<file path="src/rtl/g15_accessory_pkg.sv">
// Shared types and constants for the G-15 accessory port replacement.
package g15_accessory_pkg;

    localparam int G15_WORD_W = 29;

    typedef enum logic [1:0] {
        IDLE,
        ARMED,
        SHIFTING
    } in_state_t;

endpackage

</file>
<file path="src/rtl/sync_fifo.sv">
// Single-clock FIFO with a registered occupancy count and a memory-read head.
// Push is ignored when full and pop is ignored when empty; both may happen in one cycle.
module sync_fifo #(
    parameter int W     = 8,
    parameter int DEPTH = 4
) (
    input  logic                         clk,
    input  logic                         rst,
    input  logic                         push,
    input  logic [W-1:0]                 push_data,
    input  logic                         pop,
    output logic [W-1:0]                 pop_data,
    output logic                         full,
    output logic                         empty,
    output logic [$clog2(DEPTH+1)-1:0]   count
);
    localparam int AW = $clog2(DEPTH);
    localparam int CW = $clog2(DEPTH + 1);

    logic [W-1:0]  mem [DEPTH];
    logic [AW-1:0] wr_ptr;
    logic [AW-1:0] rd_ptr;
    logic          do_push;
    logic          do_pop;

    assign full     = (count == CW'(DEPTH));
    assign empty    = (count == '0);
    assign do_push  = push && !full;
    assign do_pop   = pop && !empty;
    assign pop_data = mem[rd_ptr];

    always_ff @(posedge clk) begin
        if (rst) begin
            wr_ptr <= '0;
            rd_ptr <= '0;
            count  <= '0;
        end else begin
            if (do_push) wr_ptr <= wr_ptr + AW'(1);
            if (do_pop)  rd_ptr <= rd_ptr + AW'(1);
            if (do_push && !do_pop)
                count <= count + CW'(1);
            else if (!do_push && do_pop)
                count <= count - CW'(1);
        end
    end

    always_ff @(posedge clk) begin
        if (do_push) mem[wr_ptr] <= push_data;
    end

endmodule

</file>
<file path="src/rtl/accessory_port.sv">
// Word-buffered host interface standing in for the photo-reader/punch on PL19/PL20.
// Host words are serialised LSB first onto PL19; PL20 bits are assembled into host words.
module accessory_port
    import g15_accessory_pkg::*;
#(
    parameter int WORD_W    = G15_WORD_W,
    parameter int IN_DEPTH  = 4,
    parameter int OUT_DEPTH = 4
) (
    input  logic              CLOCK,
    input  logic              rst,
    input  logic              PL19_START_INPUT,
    input  logic              PL19_STOP_INPUT,
    input  logic              PL19_SHIFT_CMD_M20,
    output logic              PL19_INPUT,
    input  logic              PL20_OUTPUT,
    input  logic              PL20_OUT_EN,
    input  logic [WORD_W-1:0] in_data,
    input  logic              in_valid,
    output logic              in_ready,
    output logic [WORD_W-1:0] out_data,
    output logic              out_valid,
    input  logic              out_ready,
    output logic              input_active,
    output logic              underrun,
    output logic              overflow,
    input  logic              clr_status
);
    localparam int CNT_W = $clog2(WORD_W);
    localparam int IN_CW = $clog2(IN_DEPTH + 1);
    localparam int OUT_CW = $clog2(OUT_DEPTH + 1);
    localparam logic [CNT_W-1:0] LAST = CNT_W'(WORD_W - 1);

    in_state_t          state;
    in_state_t          state_nxt;
    logic [WORD_W-1:0]  in_sr;
    logic [WORD_W-1:0]  in_head;
    logic [CNT_W-1:0]   in_cnt;
    logic               in_empty;
    logic               in_full;
    logic [IN_CW-1:0]   in_count;
    logic               in_push;
    logic               in_load;
    logic               shift_last;
    logic               run_q;

    logic [WORD_W-1:0]  out_sr;
    logic [WORD_W-1:0]  out_word;
    logic [WORD_W-1:0]  out_head;
    logic [CNT_W-1:0]   out_cnt;
    logic               out_done;
    logic               out_empty;
    logic               out_full;
    logic [OUT_CW-1:0]  out_count;
    logic               unused_sig;

    assign unused_sig = ^{in_full, out_count};

    // in_ready comes from registers only; run_q keeps it low through reset.
    assign in_ready   = run_q && (in_count != IN_CW'(IN_DEPTH));
    assign in_push    = in_valid && in_ready;
    assign shift_last = (state == SHIFTING) && PL19_SHIFT_CMD_M20 && (in_cnt == LAST);
    assign in_load    = !PL19_STOP_INPUT && !in_empty && ((state == ARMED) || shift_last);

    sync_fifo #(.W(WORD_W), .DEPTH(IN_DEPTH)) u_in_fifo (
        .clk       (CLOCK),
        .rst       (rst),
        .push      (in_push),
        .push_data (in_data),
        .pop       (in_load),
        .pop_data  (in_head),
        .full      (in_full),
        .empty     (in_empty),
        .count     (in_count)
    );

    always_ff @(posedge CLOCK) begin
        if (rst) state <= IDLE;
        else     state <= state_nxt;
    end

    always_comb begin
        state_nxt = state;
        if (PL19_STOP_INPUT) begin
            state_nxt = IDLE;
        end else begin
            case (state)
                IDLE:     if (PL19_START_INPUT) state_nxt = ARMED;
                ARMED:    if (!in_empty) state_nxt = SHIFTING;
                SHIFTING: if (shift_last && in_empty) state_nxt = ARMED;
                default:  state_nxt = IDLE;
            endcase
        end
    end

    always_comb begin
        PL19_INPUT   = (state == SHIFTING) && in_sr[0];
        input_active = (state != IDLE);
    end

    // A reload on the final shift keeps consecutive words gap-free.
    always_ff @(posedge CLOCK) begin
        if (rst) begin
            in_sr  <= '0;
            in_cnt <= '0;
        end else if (PL19_STOP_INPUT) begin
            in_cnt <= '0;
        end else if (in_load) begin
            in_sr  <= in_head;
            in_cnt <= '0;
        end else if ((state == SHIFTING) && PL19_SHIFT_CMD_M20) begin
            in_sr  <= in_sr >> 1;
            in_cnt <= in_cnt + CNT_W'(1);
        end
    end

    assign out_done = PL20_OUT_EN && (out_cnt == LAST);

    always_comb begin
        out_word           = out_sr;
        out_word[WORD_W-1] = PL20_OUTPUT;
    end

    always_ff @(posedge CLOCK) begin
        if (rst) begin
            out_sr  <= '0;
            out_cnt <= '0;
        end else if (PL20_OUT_EN) begin
            out_sr[out_cnt] <= PL20_OUTPUT;
            out_cnt         <= out_done ? '0 : out_cnt + CNT_W'(1);
        end
    end

    sync_fifo #(.W(WORD_W), .DEPTH(OUT_DEPTH)) u_out_fifo (
        .clk       (CLOCK),
        .rst       (rst),
        .push      (out_done),
        .push_data (out_word),
        .pop       (out_ready),
        .pop_data  (out_head),
        .full      (out_full),
        .empty     (out_empty),
        .count     (out_count)
    );

    assign out_valid = !out_empty;
    assign out_data  = out_valid ? out_head : '0;

    always_ff @(posedge CLOCK) begin
        if (rst) begin
            run_q    <= 1'b0;
            underrun <= 1'b0;
            overflow <= 1'b0;
        end else begin
            run_q    <= 1'b1;
            underrun <= ((state == ARMED) && PL19_SHIFT_CMD_M20) || (underrun && !clr_status);
            overflow <= (out_done && out_full) || (overflow && !clr_status);
        end
    end

endmodule

</file>
<file path="config.mk">
export PLATFORM = sky130hd
export DESIGN_NAME = accessory_port
export DESIGN_NICKNAME = d
export VERILOG_FILES = /design/src/rtl/g15_accessory_pkg.sv /design/src/rtl/sync_fifo.sv /design/src/rtl/accessory_port.sv
export SDC_FILE = /design/constraint.sdc
export NUM_CORES = 1
export LEC_CHECK = 0
export ABC_AREA = 0
export BUFFER_PORTS_ARGS = -buffer_cell sky130_fd_sc_hd__buf_2
export CORE_UTILIZATION = 52
export CTS_BUF_LIST = sky130_fd_sc_hd__clkbuf_16
export DETAILED_ROUTE_END_ITERATION = 16
export PLACE_DENSITY = 0.76
export SYNTH_ARGS = -nofsm -noshare
export SYNTH_HDL_FRONTEND = slang
export SYNTH_SLANG_ARGS = --single-unit
</file>
<file path="constraint.sdc">
create_clock -name CLOCK -period 4.3 [get_ports CLOCK]
set_input_delay 0.215 -clock CLOCK [delete_from_list [all_inputs] [get_ports CLOCK]]
set_output_delay 0.215 -clock CLOCK [all_outputs]
set_load 0.05 [all_outputs]
</file>
Yosys cells after proc, flatten, opt, wreduce, memory -nomap -nowiden. Memories as Yosys holds them, arrays and structs flattened. A register that Yosys moved wholly into a read port is not among the register bits. Index checks and enable logic that the tools add are counted.

Flip-flop bits (word level): 87. RAM bits: 232. Input port bits: 39. Output and inout port bits: 35. Word-level logic and storage cells: 109. Memories kept: 2.

$add $sub $neg: 10. Order comparisons: 2. Eq/ne operators: 10. Muxes and demuxes: 24. Bitwise operators: 1. Reduce and logical (&&, ||, !) cells: 46.

Memory list: u_in_fifo.mem (words 4, width 29, read ports 1, clocked after memory_dff 1, wr ports 1, line sync_fifo.sv:20) `logic [W-1:0] mem [DEPTH];`; u_out_fifo.mem (words 4, width 29, read ports 1, clocked after memory_dff 1, wr ports 1, line sync_fifo.sv:20).

Operator list (count): 2-to-1 mux 29 bit (3); bitwise mux 29 bit (1); logical AND 1 bit (22); 2-to-1 mux 2 bit (7); 2-to-1 mux 3 bit (4); adder 5 x 1 -> 5 bit (second input constant) (2); equality test 5 bit (second input constant) (2); zero test 1 bit (10); adder 2 x 1 -> 2 bit (second input constant) (4); nonzero test 2 bit (4); adder 3 x 1 -> 3 bit (second input constant) (2); equality test 3 bit (second input constant) (2); zero test 3 bit (2); less-than comparator 5 x 6 -> 1 bit (second input constant) (1); 2-to-1 mux 1 bit (6); inequality test 2 bit (second input constant) (3); case mux 2 bit (3 select lines) (1); subtractor 3 x 1 -> 3 bit (second input constant) (2); demux 1 bit (select 5 bit) (1); greater-or-equal comparator 5 x 1 -> 1 bit (second input constant) (1); 2-to-1 mux 5 bit (1); logical OR 1 bit (3); inequality test 3 bit (second input constant) (1); AND reduction 3 bit (1); other kinds (7) (7).

Longest topological paths before layout.
Word-level depth: 9. Mapped depth: 13. Gate-level depth less buffers: 11.

Cells and area by module. From an unflattened synthesis, not the netlist that was laid out.

Cell total of the unflattened synthesis: 789. Area, all modules: 12772.2 um^2.

By module, submodules not included: sync_fifo (times used 2, cells an instance 199, area an instance 4660.7 um^2, seq. area each 3663.5 um^2); accessory_port (times used 1, cells an instance 391, area an instance 3450.8 um^2, seq. area each 1441.4 um^2).

Worst setup path after synthesis. No wires, ideal clock.

Path kind: reg-to-reg. From: register in_cnt[0]. To: register u_in_fifo.count[2]. Library setup time: 70 ps. Data arrival time: 2538 ps. Data required time: 4230 ps. Setup slack: 1692 ps. Cell stages (with the launch flop): 14. Path buffers: 2. Clock period less this slack: 2608 ps. Cells stage by stage: dfxtp_1 inv_1 ha_1 and4_1 a21oi_2 or2_1 buf_6 buf_6 ha_1 inv_1 fa_1 xor2_1 or3_1 a21oi_1.

Word-level cells in the longest chain between the ends: 8. Elaborated cells between the ends (all ways): 10. Classes of those cells: 1 x eq/ne; 1 x mux; 8 x reduce/logical.

Ends and longest elaborated chain: from (decl) (line accessory_port.sv:38) `logic [CNT_W-1:0] in_cnt;`; from (signal assigned) (line accessory_port.sv:113) `in_cnt <= in_cnt + CNT_W'(1);`; equality test 5 bit * (line accessory_port.sv:62) `assign shift_last = (state == SHIFTING) && PL19_SHIFT_CMD_M20 && (in_cnt == LAST);`; logical AND 1 bit * (line accessory_port.sv:62); logical OR 1 bit * (line accessory_port.sv:63) `assign in_load = !PL19_STOP_INPUT && !in_empty && ((state == ARMED) || shift_last);`; logical AND 1 bit * (line accessory_port.sv:63); logical AND 1 bit * (line sync_fifo.sv:29) `assign do_pop = pop && !empty;`; zero test 1 bit (line sync_fifo.sv:40) `if (do_push && !do_pop)`; logical AND 1 bit (line sync_fifo.sv:40); 2-to-1 mux 3 bit / nonzero test 2 bit (equally long branches); to (signal assigned) (line sync_fifo.sv:41) `count <= count + CW'(1);`; to (signal assigned) (line sync_fifo.sv:43) `count <= count - CW'(1);`; to (decl) (line sync_fifo.sv:15) `output logic [$clog2(DEPTH+1)-1:0] count`.

Every way passes the cells marked *; elsewhere a longest branch is shown, timed or not. A chain may end at the register's enable or synchronous reset.

Worst setup path in the final report. Same ends and word-level chain as after synthesis.

==> results.cfg <==
[outcome]
status = finished, final reports clean

[worst_setup_path]
r2r_cells = 12
crit_fanout = 31
cp.required_ns = 4.71
r2r_slack_ns = 1.45
cp_data_arrival_time_ns = 3.26
worst_r2r_endpoint = u_in_fifo.count[2]$_SDFFE_PP0P_
start_kind = flop
critPathKind = flop to flop
end_kind = flop
r2r_start = in_cnt[0]$_SDFFE_PP0P_

[route]
wl_mm = 23.04
first_pass_iters = 5
drt_iter0_markers = 481
drc = 0
vias = 6884
vias_per_cell = 5.494
drtAntennaViolNets = 0
avgRoutedWirePerCell_um = 18.39

[floorplanning]
core_um2 = 24320
io-pin-count = 74
rows = 57
dieArea_um2 = 25420
fp.dieH_um = 159.4
die_w_um = 159.4
start_util = 0.5300

[sta]
period_needed_ns = 2.847
holdWs_ns = 0.04920
setup_viol = 0
skew_ns = 0.03317
fin_crit_sh = 0.6622
fin_setup_tns_ns = 0
rsz0062_at_grt = false
hold_viol = 0
tightest_slew_ns = 1.060
maxSlewHeadroom = 0.2932
report.final.slew_viol_count = 0
fmax_mhz = 351.2

[worst_hold_path]
whs_path_depth = 3
min_path_type = input port to flop
holdPathEnd = out_cnt[1]$_SDFFE_PP0P_
hp-start = PL20_OUT_EN

[power_and_ir_drop]
power.leakage_nw = 4.999
p_per_area_nw_per_um2 = 432.8
vdd.ir_drop.worst_mv = 0.4742

[global_route]
overflow = 0
grt_antenna_before_repair = 0
grt_pass1_wl_mm = 37.60
first_global_vias = 7080
grtUsageTotal = 0.1884
grt_max_degree = 44

[synth]
synth-warning-count = 0
synth_top_family_by_area = multiplexers
netlist_top_cells_count = 232 x edfxtp_1, 90 x dfxtp_1, 58 x mux4_2
muxShareOfSynthArea = 0.1327
syn_area_um2 = 12890
synth.avg_cell_area_um2 = 15.89
synth_compound_gate_area_share = 0.05592
synth.net_count = 868
ys_types = 47
netlist_instances = 811
yosys_register_bits = 322
synth_area_leaders = edfxtp_1 54%, dfxtp_1 14%, mux4_2 10%
yosysTopAreaCell = edfxtp_1
yosys.area_share.simple = 0.07698
synth-edff-count = 232
synthXorXnorAreaFrac = 0.009514
synth.most_common_cell = edfxtp_1
synthFlopType = edfxtp_1
synth_fa_ha_area_frac = 0.01864
synth_top_area_share = 0.5405
synthArstFlopShare = 0
yosysSeqAreaShare = 0.6803

[clock_network]
clk-insertion-delay-late_ns = 0.51
cts_root_buffer = clkbuf_16
clk_path_buf_depth = 3
clkTransAtPathRegs_ns = 0.06
h-tree-depth = 2
tritoncts = built
cts_resized = 0
cts_buffers = 34
cts_setup_buffers = 0
hold_buffers = 30
cts_sinks = 322

[flow_run]
max_cap_violations = 0

[placement]
port_buffers = 73
place_congestion = 0.7512
dp_hpwl_mm = 13.20

[cells_and_area]
drive_above_1_share = 0.2508
antenna-diode-count = 0
final_nets = 960
nFillCells = 1753
synthToLayoutAreaGrowth_pct = 14.92
-- flip-flops by register name (all words and copies together), names as in the netlist, 3 cells and up, named ones only --
name,cells
in_sr,29
out_sr,28
u_in_fifo.mem,116
u_in_fifo.count,3
out_cnt,5
u_out_fifo.count,3
u_out_fifo.mem,116
in_cnt,5
-- cell families after synthesis --
logic type	after synthesis
AOI/OAI and AO/OA	98
xor gates and xnor gates	14
adders and majority gates	18
buffers and inverters	66
DFF	322
muxes	98
and+or+nand+nor	195
-- power by group --
part | total (mW) | leakage [nW] | switching [mW] | internal, mW
Combinational | 0.255 | 1.49 | 0.151 | 0.103
Sequential | 3.39 | 2.93 | 0.0308 | 3.36
Clock | 2.76 | 0.576 | 1.16 | 1.61
-- metal layers --
metal	share of wire	up-vias	global-route usage
li1	-	3253	-
met3	0.045	49	0.02970
met5	0	-	0
met4	0.030	0	0.06862
met2	0.51	184	0.3325
met1	0.42	3398	0.2352
-- cells in the final DEF (no fill, tap or decap), types with 11 or more instances in the layout --
master	count
edfxtp_1	232
dfxtp_1	86
buf_2	72
mux4_2	58
nor2_1	54
mux2i_1	37
clkbuf_16	35
nand2_1	33
a21oi_1	33
and2_1	30
o21ai_0	30
nor3_1	30
dlygate4sd3_1	30
a211oi_2	28
inv_1	26
ha_1	16
xor2_1	11
-- cell type report --
class	count	area, um2	share of cell area
Clock buffer	35	875.8	0.05913
Clock inverter	27	198.9	0.01343
Inverter	13	48.80	0.003294
Multi-Input combinational cell	423	3796	0.2563
Sequential cell	322	8773	0.5923
Tap cell	324	405.4	0.02737
Timing Repair Buffer	109	713.2	0.04815
-- worst max-delay path by stage --
stage | start | to | slack [ns] | cells past startpoint
after floorplan | in_cnt[0]$_SDFFE_PP0P_ | u_in_fifo.count[2]$_SDFFE_PP0P_ | 1.69 | 13
after global placement | in_cnt[0]$_SDFFE_PP0P_ | u_in_fifo.count[2]$_SDFFE_PP0P_ | 1.56 | 12
after detailed placement | in_cnt[0]$_SDFFE_PP0P_ | u_in_fifo.count[2]$_SDFFE_PP0P_ | 1.48 | 12
after CTS | flop | out_data[4] | 1.45 | 4
after global routing | in_cnt[0]$_SDFFE_PP0P_ | u_in_fifo.count[2]$_SDFFE_PP0P_ | 1.28 | 12
final | in_cnt[0]$_SDFFE_PP0P_ | u_in_fifo.count[2]$_SDFFE_PP0P_ | 1.45 | 12
-- through the flow --
stage | area, um2 | total power, mW | setup WS, ns | utilization | instances
after global routing | 14810 | 6.611 | 1.275 | 0.6090 | 1253
after global placement | 13440 | 3.681 | 1.556 | 0.5525 | 1161
final | 14810 | 6.410 | 1.453 | 0.6090 | 1253
after detailed placement | 13440 | 3.689 | 1.481 | 0.5525 | 1161
after CTS | 14810 | 6.452 | 1.451 | 0.6090 | 1253
after floorplan | 12890 | 3.611 | 1.692 | - | 811
-- critical path: stages (launching register included) --
cell     delay (ns)
dfxtp_1        0.38
inv_1          0.06
ha_1           0.18
and4_1         0.24
a21oi_2        0.14
buf_4          0.32
or2_1          0.18
ha_1           0.18
inv_1          0.06
fa_1           0.37
xor2_1         0.17
or3_1          0.30
a21oi_1        0.15
(Power assumes the default switching activity.)
